File: src/rtl/frog_game_sequencer.sv
// Frogger game-flow controller: frog position, level, lives, game FSM,
// per-frame move rate limiting and obstacle step tick generation.
module frog_game_sequencer #(
    parameter int GRID_COLS   = 20,
    parameter int GRID_ROWS   = 15,
    parameter int START_LIVES = 3,
    parameter int MAX_LEVEL   = 9,
    parameter int BASE_PERIOD = 10,
    parameter int HOLD_FRAMES = 60
) (
    input  logic       i_Clk,
    input  logic       i_Rst_L,
    input  logic       i_Frame_Tick,
    input  logic       i_Move_Left,
    input  logic       i_Move_Down,
    input  logic       i_Move_Up,
    input  logic       i_Move_Right,
    input  logic       i_Collision,
    output logic [4:0] o_Frog_Col,
    output logic [3:0] o_Frog_Row,
    output logic [3:0] o_Level,
    output logic [1:0] o_Lives,
    output logic [2:0] o_State,
    output logic       o_Step_Tick,
    output logic       o_Freeze
);
    typedef enum logic [2:0] {
        IDLE = 3'd0, PLAY = 3'd1, DEATH = 3'd2, LEVEL_UP = 3'd3, GAME_OVER = 3'd4, WIN = 3'd5
    } state_t;

    localparam int HW = $clog2(HOLD_FRAMES + 1);
    localparam int SW = $clog2(BASE_PERIOD + 1);
    localparam logic [4:0] START_COL = 5'(GRID_COLS / 2);
    localparam logic [3:0] START_ROW = 4'(GRID_ROWS - 1);
    localparam logic [4:0] LAST_COL  = 5'(GRID_COLS - 1);
    localparam logic [1:0] LIVES0    = 2'(START_LIVES);
    localparam logic [3:0] TOP_LEVEL = 4'(MAX_LEVEL);
    localparam logic [HW-1:0] HOLD_LAST = HW'(HOLD_FRAMES - 1);

    state_t        state;
    logic [3:0]    raw, prev, edges;   // {up, down, left, right}
    logic          moved;              // a move was already taken this frame
    logic [HW-1:0] hold_cnt;
    logic [SW-1:0] step_cnt;
    logic [SW-1:0] period;

    assign raw     = {i_Move_Up, i_Move_Down, i_Move_Left, i_Move_Right};
    assign edges   = raw & ~prev;
    assign o_State = state;

    always_comb begin
        if (int'(o_Level) < BASE_PERIOD - 1) period = SW'(BASE_PERIOD - int'(o_Level));
        else                                 period = SW'(1);
    end

    always_ff @(posedge i_Clk or negedge i_Rst_L) begin
        if (!i_Rst_L) begin
            state       <= IDLE;
            o_Frog_Col  <= START_COL;
            o_Frog_Row  <= START_ROW;
            o_Level     <= 4'd0;
            o_Lives     <= LIVES0;
            o_Step_Tick <= 1'b0;
            o_Freeze    <= 1'b1;
            prev        <= 4'd0;
            moved       <= 1'b0;
            hold_cnt    <= '0;
            step_cnt    <= '0;
        end else begin
            prev        <= raw;
            o_Step_Tick <= 1'b0;
            case (state)
                IDLE: if (|edges) begin
                    state    <= PLAY;
                    o_Freeze <= 1'b0;
                end
                PLAY: begin
                    if (i_Frame_Tick && i_Collision) begin
                        state    <= DEATH;
                        o_Freeze <= 1'b1;
                        hold_cnt <= '0;
                        moved    <= 1'b0;
                        if (o_Lives != 2'd0) o_Lives <= o_Lives - 2'd1;
                    end else if (o_Frog_Row == 4'd0) begin
                        state    <= LEVEL_UP;
                        o_Freeze <= 1'b1;
                        hold_cnt <= '0;
                        moved    <= 1'b0;
                    end else begin
                        if (i_Frame_Tick) begin
                            if (step_cnt == period - SW'(1)) begin
                                o_Step_Tick <= 1'b1;
                                step_cnt    <= '0;
                            end else begin
                                step_cnt <= step_cnt + SW'(1);
                            end
                        end
                        // A frame tick opens a new move window, even on the tick cycle itself
                        if ((!moved || i_Frame_Tick) && |edges) begin
                            moved <= 1'b1;
                            if (edges[3]) begin
                                if (o_Frog_Row != 4'd0) o_Frog_Row <= o_Frog_Row - 4'd1;
                            end else if (edges[2]) begin
                                if (o_Frog_Row != START_ROW) o_Frog_Row <= o_Frog_Row + 4'd1;
                            end else if (edges[1]) begin
                                if (o_Frog_Col != 5'd0) o_Frog_Col <= o_Frog_Col - 5'd1;
                            end else begin
                                if (o_Frog_Col != LAST_COL) o_Frog_Col <= o_Frog_Col + 5'd1;
                            end
                        end else if (i_Frame_Tick) begin
                            moved <= 1'b0;
                        end
                    end
                end
                DEATH: if (i_Frame_Tick) begin
                    if (hold_cnt == HOLD_LAST) begin
                        hold_cnt <= '0;
                        if (o_Lives == 2'd0) begin
                            state <= GAME_OVER;
                        end else begin
                            state      <= PLAY;
                            o_Freeze   <= 1'b0;
                            o_Frog_Col <= START_COL;
                            o_Frog_Row <= START_ROW;
                        end
                    end else begin
                        hold_cnt <= hold_cnt + HW'(1);
                    end
                end
                LEVEL_UP: if (i_Frame_Tick) begin
                    if (hold_cnt == HOLD_LAST) begin
                        hold_cnt <= '0;
                        if (o_Level == TOP_LEVEL) begin
                            state <= WIN;
                        end else begin
                            state      <= PLAY;
                            o_Freeze   <= 1'b0;
                            o_Level    <= o_Level + 4'd1;
                            o_Frog_Col <= START_COL;
                            o_Frog_Row <= START_ROW;
                            step_cnt   <= '0;
                        end
                    end else begin
                        hold_cnt <= hold_cnt + HW'(1);
                    end
                end
                GAME_OVER, WIN: if (|edges) begin
                    state      <= IDLE;
                    o_Level    <= 4'd0;
                    o_Lives    <= LIVES0;
                    o_Frog_Col <= START_COL;
                    o_Frog_Row <= START_ROW;
                    step_cnt   <= '0;
                end
                default: begin
                    state    <= IDLE;
                    o_Freeze <= 1'b1;
                end
            endcase
        end
    end
endmodule

File: config.mk
export PLATFORM = sky130hd
export DESIGN_NAME = frog_game_sequencer
export DESIGN_NICKNAME = d
export VERILOG_FILES = /design/src/rtl/frog_game_sequencer.sv
export SDC_FILE = /design/constraint.sdc
export NUM_CORES = 1
export LEC_CHECK = 0
export ABC_AREA = 1
export BUFFER_PORTS_ARGS = -buffer_cell sky130_fd_sc_hd__buf_2
export CORE_AREA = 2 2 83 85
export CTS_CLUSTER_DIAMETER = 100
export DETAILED_ROUTE_END_ITERATION = 16
export DIE_AREA = 0 0 85 87
export HOLD_SLACK_MARGIN = 0.08
export PLACE_DENSITY = 0.65
export RECOVER_POWER = 25
export SYNTH_ARGS = -nofsm -noshare
export SYNTH_HDL_FRONTEND = slang
export SYNTH_SLANG_ARGS = --single-unit
File: constraint.sdc
create_clock -name i_Clk -period 5.2 [get_ports i_Clk]
set_input_delay 1.04 -clock i_Clk [delete_from_list [all_inputs] [get_ports i_Clk]]
set_output_delay 1.04 -clock i_Clk [all_outputs]
set_load 0.01 [all_outputs]
== After elaboration in Yosys (flattened, before gate mapping) ==
Cells that the tools add are included.

* Bits in registers: 35
* Bits in latches: 0
* RAM bits: 0
* ROM bits: 0
* Input bits: 8
* Output and inout port bits: 20
* Word-level logic and storage cells: 170
* Memories: 0

* Add/sub/neg operators: 10
* Multipliers: 0
* Divide/modulo/power cells: 0
* Magnitude comparators: 1
* Eq/ne operators: 33
* Shift-type cells: 0
* Multiplexer cells: 84
* Bitwise logic cells: 3
* Reduce and logical (&&, ||, !) cells: 28

{| class="wikitable"
|+ Operators with widths
! kind !! count
|-
| $mux W4 || 26
|-
| $mux W5 || 15
|-
| $ne A2 B2 Y1 const B || 16
|-
| $mux W3 || 10
|-
| $mux W6 || 4
|-
| $pmux W5 S4 || 1
|-
| $mux W1 || 18
|-
| $ne A3 B3 Y1 const B || 6
|-
| $pmux W4 S4 || 1
|-
| $pmux W3 S5 || 1
|-
| $reduce_and A15 Y1 || 1
|-
| $reduce_and A14 Y1 || 1
|-
| $add A4 B1 Y4 const B || 3
|-
| $pmux W4 S3 || 1
|-
| $pmux W6 S2 || 1
|-
| $reduce_bool A4 Y1 || 3
|-
| $reduce_and A9 Y1 || 1
|-
| $pmux W4 S2 || 1
|-
| $reduce_and A8 Y1 || 1
|-
| $reduce_bool A2 Y1 || 4
|-
| $sub A4 B1 Y4 const B || 2
|-
| $reduce_and A7 Y1 || 1
|-
| $add A6 B1 Y6 const B || 1
|-
| $eq A3 B2 Y1 const B || 2
|-
| 33 further kinds || 38
|}

== Logic depth before layout (Yosys ltp) ==
* Word-level depth: 9
* Mapped depth: 12
* Mapped depth without buffers: 12

== Least setup slack after synthesis ==
Ideal clock, no wire load.

* Path type: in2reg
* Start: input port i_Move_Left
* End: register o_Frog_Col[4]
* Setup time: 0.066 ns
* Arrival: 2.180 ns
* Required time: 5.134 ns
* Path slack: 2.954 ns
* Cell stages on the path: 9
* Buffers on the path: 0
* Path through: inv_1 nor2_1 ha_1 nand3_1 nor2b_1 nand2_1 a21oi_1 nand4_1 nand2_1

* Word-level cells in the longest chain between the ends: 8
* Elaborated cells between the ends (all ways): 15
* Those cells by class: eq/ne (4); mux (7); bitwise (1); reduce/logical (3)

{| class="wikitable"
|+ RTL lines
! what !! line !! source
|-
| from (decl) || 14 || <nowiki>input logic i_Move_Left,</nowiki>
|-
| $and A4 B4 Y4 * || 48 || <nowiki>assign edges = raw & ~prev;</nowiki>
|-
| $mux W5 || 105 || <nowiki>end else if (edges[1]) begin</nowiki>
|-
| $mux W5 || 103 || <nowiki>end else if (edges[2]) begin</nowiki>
|-
| $mux W5 || 101 || <nowiki>if (edges[3]) begin</nowiki>
|-
| $mux W5 || 99 || <nowiki>if ((!moved || i_Frame_Tick) && |edges) begin</nowiki>
|-
| $mux W5 || 84 || <nowiki>end else if (o_Frog_Row == 4'd0) begin</nowiki>
|-
| $mux W5 || 78 || <nowiki>if (i_Frame_Tick && i_Collision) begin</nowiki>
|-
| $pmux W5 S4 || 72 || <nowiki>case (state)</nowiki>
|-
| to (signal assigned) || 106 || <nowiki>if (o_Frog_Col != 5'd0) o_Frog_Col <= o_Frog_Col - 5'd1;</nowiki>
|-
| to (signal assigned) || 108 || <nowiki>if (o_Frog_Col != LAST_COL) o_Frog_Col <= o_Frog_Col + 5'd1;</nowiki>
|-
| to (decl) || 19 || <nowiki>output logic [4:0] o_Frog_Col,</nowiki>
|}

Every way passes the cells marked *; elsewhere a longest branch is shown, timed or not. The select of a mux whose other input is x is not followed.
A chain may end at the register's enable or synchronous reset.

==> metrics.sh <==
STATUS='finished with violations'
VIOLATIONS_IN_THE_FINAL_REPORTS='capacitance limit, slew limit'
P_SW_FRAC=0.4871
CELL_INTERNAL_PWR_W=0.0008745
INITIAL_CORE_UTIL=0.3876
CTSRESIZECOUNT=0
POSTCTSHOLDBUFS=0
POST-CTS-SETUP-BUFFERS=0
COUNT_OF_VIAS_PLACED_BY_THE_DETAILED_ROUTER=2316
MULTI_INPUT_AREA_UM2=1491
CLOCK-SKEW-FINAL_NS=0.008932
CP_MAX_FO=35
CLOCK_PATH_BUFFERS=2
SYNTH_LARGEST_AREA_CELL='dfrtp_1'
GLOBAL_ROUTE.USAGE.MET1=0.2229
NUM_ROWS=30
PERIOD_MINUS_SLACK_NS=2.344
CP.REQUIRED_NS=5.23
FINALINSTANCEAREA_UM2=2858
FINALWIRELENGTH_MM=5.763
DPL.CELL_COUNT=457
TRITONCTS.NUM_BUFFERS=5
CP_NUM_BUF_INV=1
MIN-DELAY-PATH-CLASS='flip-flop to flip-flop'
NUMBER_OF_ANTENNA_VIOLATIONS_AT_THE_FIRST_CHECK_IN_GLOBAL_ROUTING=0
CRIT_END_ELEMENT='async pin'
GRT_OVERFLOW=0
DIE-WIDTH_UM=85
SYNTH_TOP_CELL_AREA_SHARE=0.2654
ANT_NETS=0
PERIOD_SHARE=0.4507
NUM_ANTENNA_CELLS=0
PATH_DEPTH=1
FINAL_NET_COUNT=406
TIMING_MAX_TRANSITION_VIOLATIONS_FINAL=36
YOSYSUNIQUECELLTYPES=37
WIRE_PER_INST_UM=12.39
TIMING.FINAL.HOLD_VIOLATIONS=0
SYNTH_WARNINGS=0
SYNTHESIS.AREA_UM2=2546
DRT_ITER0_MARKERS=97
NETLIST_INSTANCES=352
FF_TO_FF_PATH_DEPTH=11
GLOBAL_ROUTE.USAGE.MET2=0.2784
PLACEABLECOREAREA_UM2=6569
WORST_SLEW_PIN_SLEW_NS=1.878
POWER_FRAC_COMB=0.572
TOP_FF_CELL_SYNTH='dfrtp_1'
AREA_DELTA_SYNTH_FINAL_PCT=12.24
FIRST_GLOBAL_VIAS=2219
HTREE_LEVELS=2
YOSYS_REGISTER_BITS=35
BUFFER_PORTS.INSERTED=27
PIN_COUNT=28
CHIPHEIGHT_UM=87
MIN_PATH_CELLS=2
TOP_USAGE_LAYER='met2'
DRV_CAP=1
CLOCK.FMAX_MHz=426.6
TIMING.MAX_SLEW.REL_SLACK=-0.2518
CPLARGESTDELAYFAMILY='buffers and inverters'
FP.DIEAREA_UM2=7395
SETUP.WORST_PATH.START_CLASS='input port'
REMAINING_DRC_ERRORS=0
LAYOUT_FILLER_CELL_COUNT=683
NUMBER_OF_SYNTHESIZED_FLOPS_WITH_AN_ENABLE_PIN=0
VDD_IR_DROP_MAX_V=0.0002067
SETUP_REPAIR_AFTER_GLOBAL_ROUTING_MISSED_ITS_MARGIN='false'
DP_HPWL_MM=4.456
SETUP_TOTAL_NEGATIVE_SLACK_NS=0
FINAL-INSTANCE-COUNT-EXCL-FILL=465
REPORT.POWER.TOTAL_W=0.001705
POST_DP_CELL_AREA_UM2=2763
CLKTRANSATPATHREGS_NS=0.07
CLOCK_TREE_FROM_TRITONCTS='built'
CLOCK_TREE.ROOT_CELL='clkbuf_8'
SWITCHINGPOWER_W=0.0008305
DETAILEDROUTE.FIRSTPASSITERATIONCOUNT=4
CRIT_PATH_CELL_TRACE='clkbuf_1'
PATH_CLASS='input port to async pin'
DATA_ARRIVAL_TIME_OF_THE_CRITICAL_PATH_NS=2.38
SEQUENTIALPOWERSHARE=0.300
GRT_USAGE=0.1666
SYNTH_ASYNC_SR_FLOP_SHARE=1.000
P_LEAK_nW=1.489
CTS_SINKS=35
POSTLAYOUTSETUPSLACKWORST_NS=2.856
POWER_DENSITY_nW_PER_UM2=596.6
SYNTH_SEQUENTIAL_AREA_RATIO=0.3479
USE_MET3=0.02844
SYNTH_NET_COUNT=374
CLOCK_INSERTION_DELAY_WORST_SKEW_NS=0.29
PLACEMENT.SETUP.WORST_SLACK_NS=2.683
CRIT_PATH_SLOWEST_CELL='clkbuf_1'
REGAREA_UM2=885.9
CLKPWRFRAC=0.129
GRT_FIRST_PASS_WIRELENGTH_MM=10.03
CRITPATHMAXSTAGEDELAY_NS=1.32
GRT_START_MAX_NET_PINS=36
LAYOUT-DRIVE-GT1-SHARE=0.1792
ROUTE.DETAILED.VIAS_PER_INST=4.981
POST_SYNTH_MAIN_AREA_CONTRIBUTORS='dfrtp_1 27%, nand2_1 17%, dfstp_2 8.3%, ha_1 5.9%, nand3_1 5.5%'
PLACE_CONGESTION=0.8655
AVGSYNTHCELLAREA_UM2=7.234
REPORT.FINAL.SETUP_VIOL=0
==> cell usage in the layout (no fill, tap or decap), drive strengths merged <==
master,n
a21o,1
a21oi,17
a31oi,1
buf,23
clkbuf,12
dfrtp,27
dfstp,8
fa,2
ha,12
inv,40
nand2,117
nand3,33
nand3b,1
nand4,9
nor2,39
nor2b,1
nor3,6
nor3b,2
o211ai,2
o21a,1
o21ai,19
or2,3
xnor2,4
xor2,5
==> kinds of logic after synthesis <==
logic type,synth area share
fa+ha+maj,0.07469
flops,0.3479
buf+inv,0.06634
simple gates,0.3892
compound gates,0.09092
xor+xnor,0.03096
==> power groups by stage <==
| stage | Sequential [W] | Clock (W) | Combinational [W] |
|---|---|---|---|
| after floorplan | 0.000515 | 0 | 0.000746 |
| after global placement | 0.000515 | 0 | 0.000949 |
| after detailed placement | 0.000516 | 0 | 0.000975 |
| after CTS | 0.000512 | 0.000226 | 0.000980 |
| after global routing | 0.000532 | 0.000237 | 0.00111 |
| final | 0.000511 | 0.000219 | 0.000974 |
==> sequential cells by signal, summed over array words and instances, names as in the netlist <==
register     cells
step_cnt         4
o_Frog_Row       4
o_Step_Tick      1
prev             4
moved            1
o_Frog_Col       5
o_Lives          2
o_Level          4
o_Freeze         1
o_State          3
hold_cnt         6
==> area by class of cell <==
class | count | share of cell area
Tap cell | 80 | 0.03503
Clock buffer | 8 | 0.03503
Sequential cell | 35 | 0.3100
Timing Repair Buffer | 27 | 0.04553
Inverter | 40 | 0.05254
Multi-Input combinational cell | 275 | 0.5219
==> per-stage QoR <==
step             util  hold slack [ns]
2_1_floorplan       -           0.4710
3_3_place_gp   0.4206           0.4611
3_5_place_dp   0.4206           0.4768
4_1_cts        0.4358           0.4870
5_1_grt        0.4350           0.5028
6_report       0.4350           0.4803
==> final timing paths <==
path,start,end,slack (ns)
worst max-delay path,i_Rst_L,o_Level[0]$_DFFE_PN0P_,2.86
worst min-delay path,o_Freeze$_DFFE_PN1P_,o_Freeze$_DFFE_PN1P_,0.48
worst max register to register,o_Level[0]$_DFFE_PN0P_,step_cnt[2]$_DFFE_PN0P_,3.12
worst min register to register,o_Freeze$_DFFE_PN1P_,o_Freeze$_DFFE_PN1P_,0.48
max in group i_Clk,i_Move_Left,o_Frog_Col[4]$_DFFE_PN0P_,2.92
min in group asynchronous,i_Rst_L,prev[0]$_DFF_PN0_,1.26
==> synthesized netlist by cell type (2+ instances only) <==
library cell and instances:
o21ai_0 14, nand4_1 9, nor2_2 6, inv_2 3, o211ai_1 2, nand2_1 112, nor2_4 2, dfrtp_1 27
fa_1 2, dfstp_2 8, a21oi_1 14, inv_1 37, nor3_1 5, xor2_1 5, a21oi_2 3, o21ai_1 4
or2_2 3, ha_1 12, nor2_1 30, nand2_2 4, nand3_2 4, xnor2_1 4, nand3_1 28
==> metal layers <==
layer | up-vias | share of wire
met5 | - | 0
met4 | 0 | 0.0095
met3 | 5 | 0.029
met2 | 31 | 0.47
met1 | 1071 | 0.49
li1 | 1209 | -
Note: power is estimated with default switching activity, not from simulation.
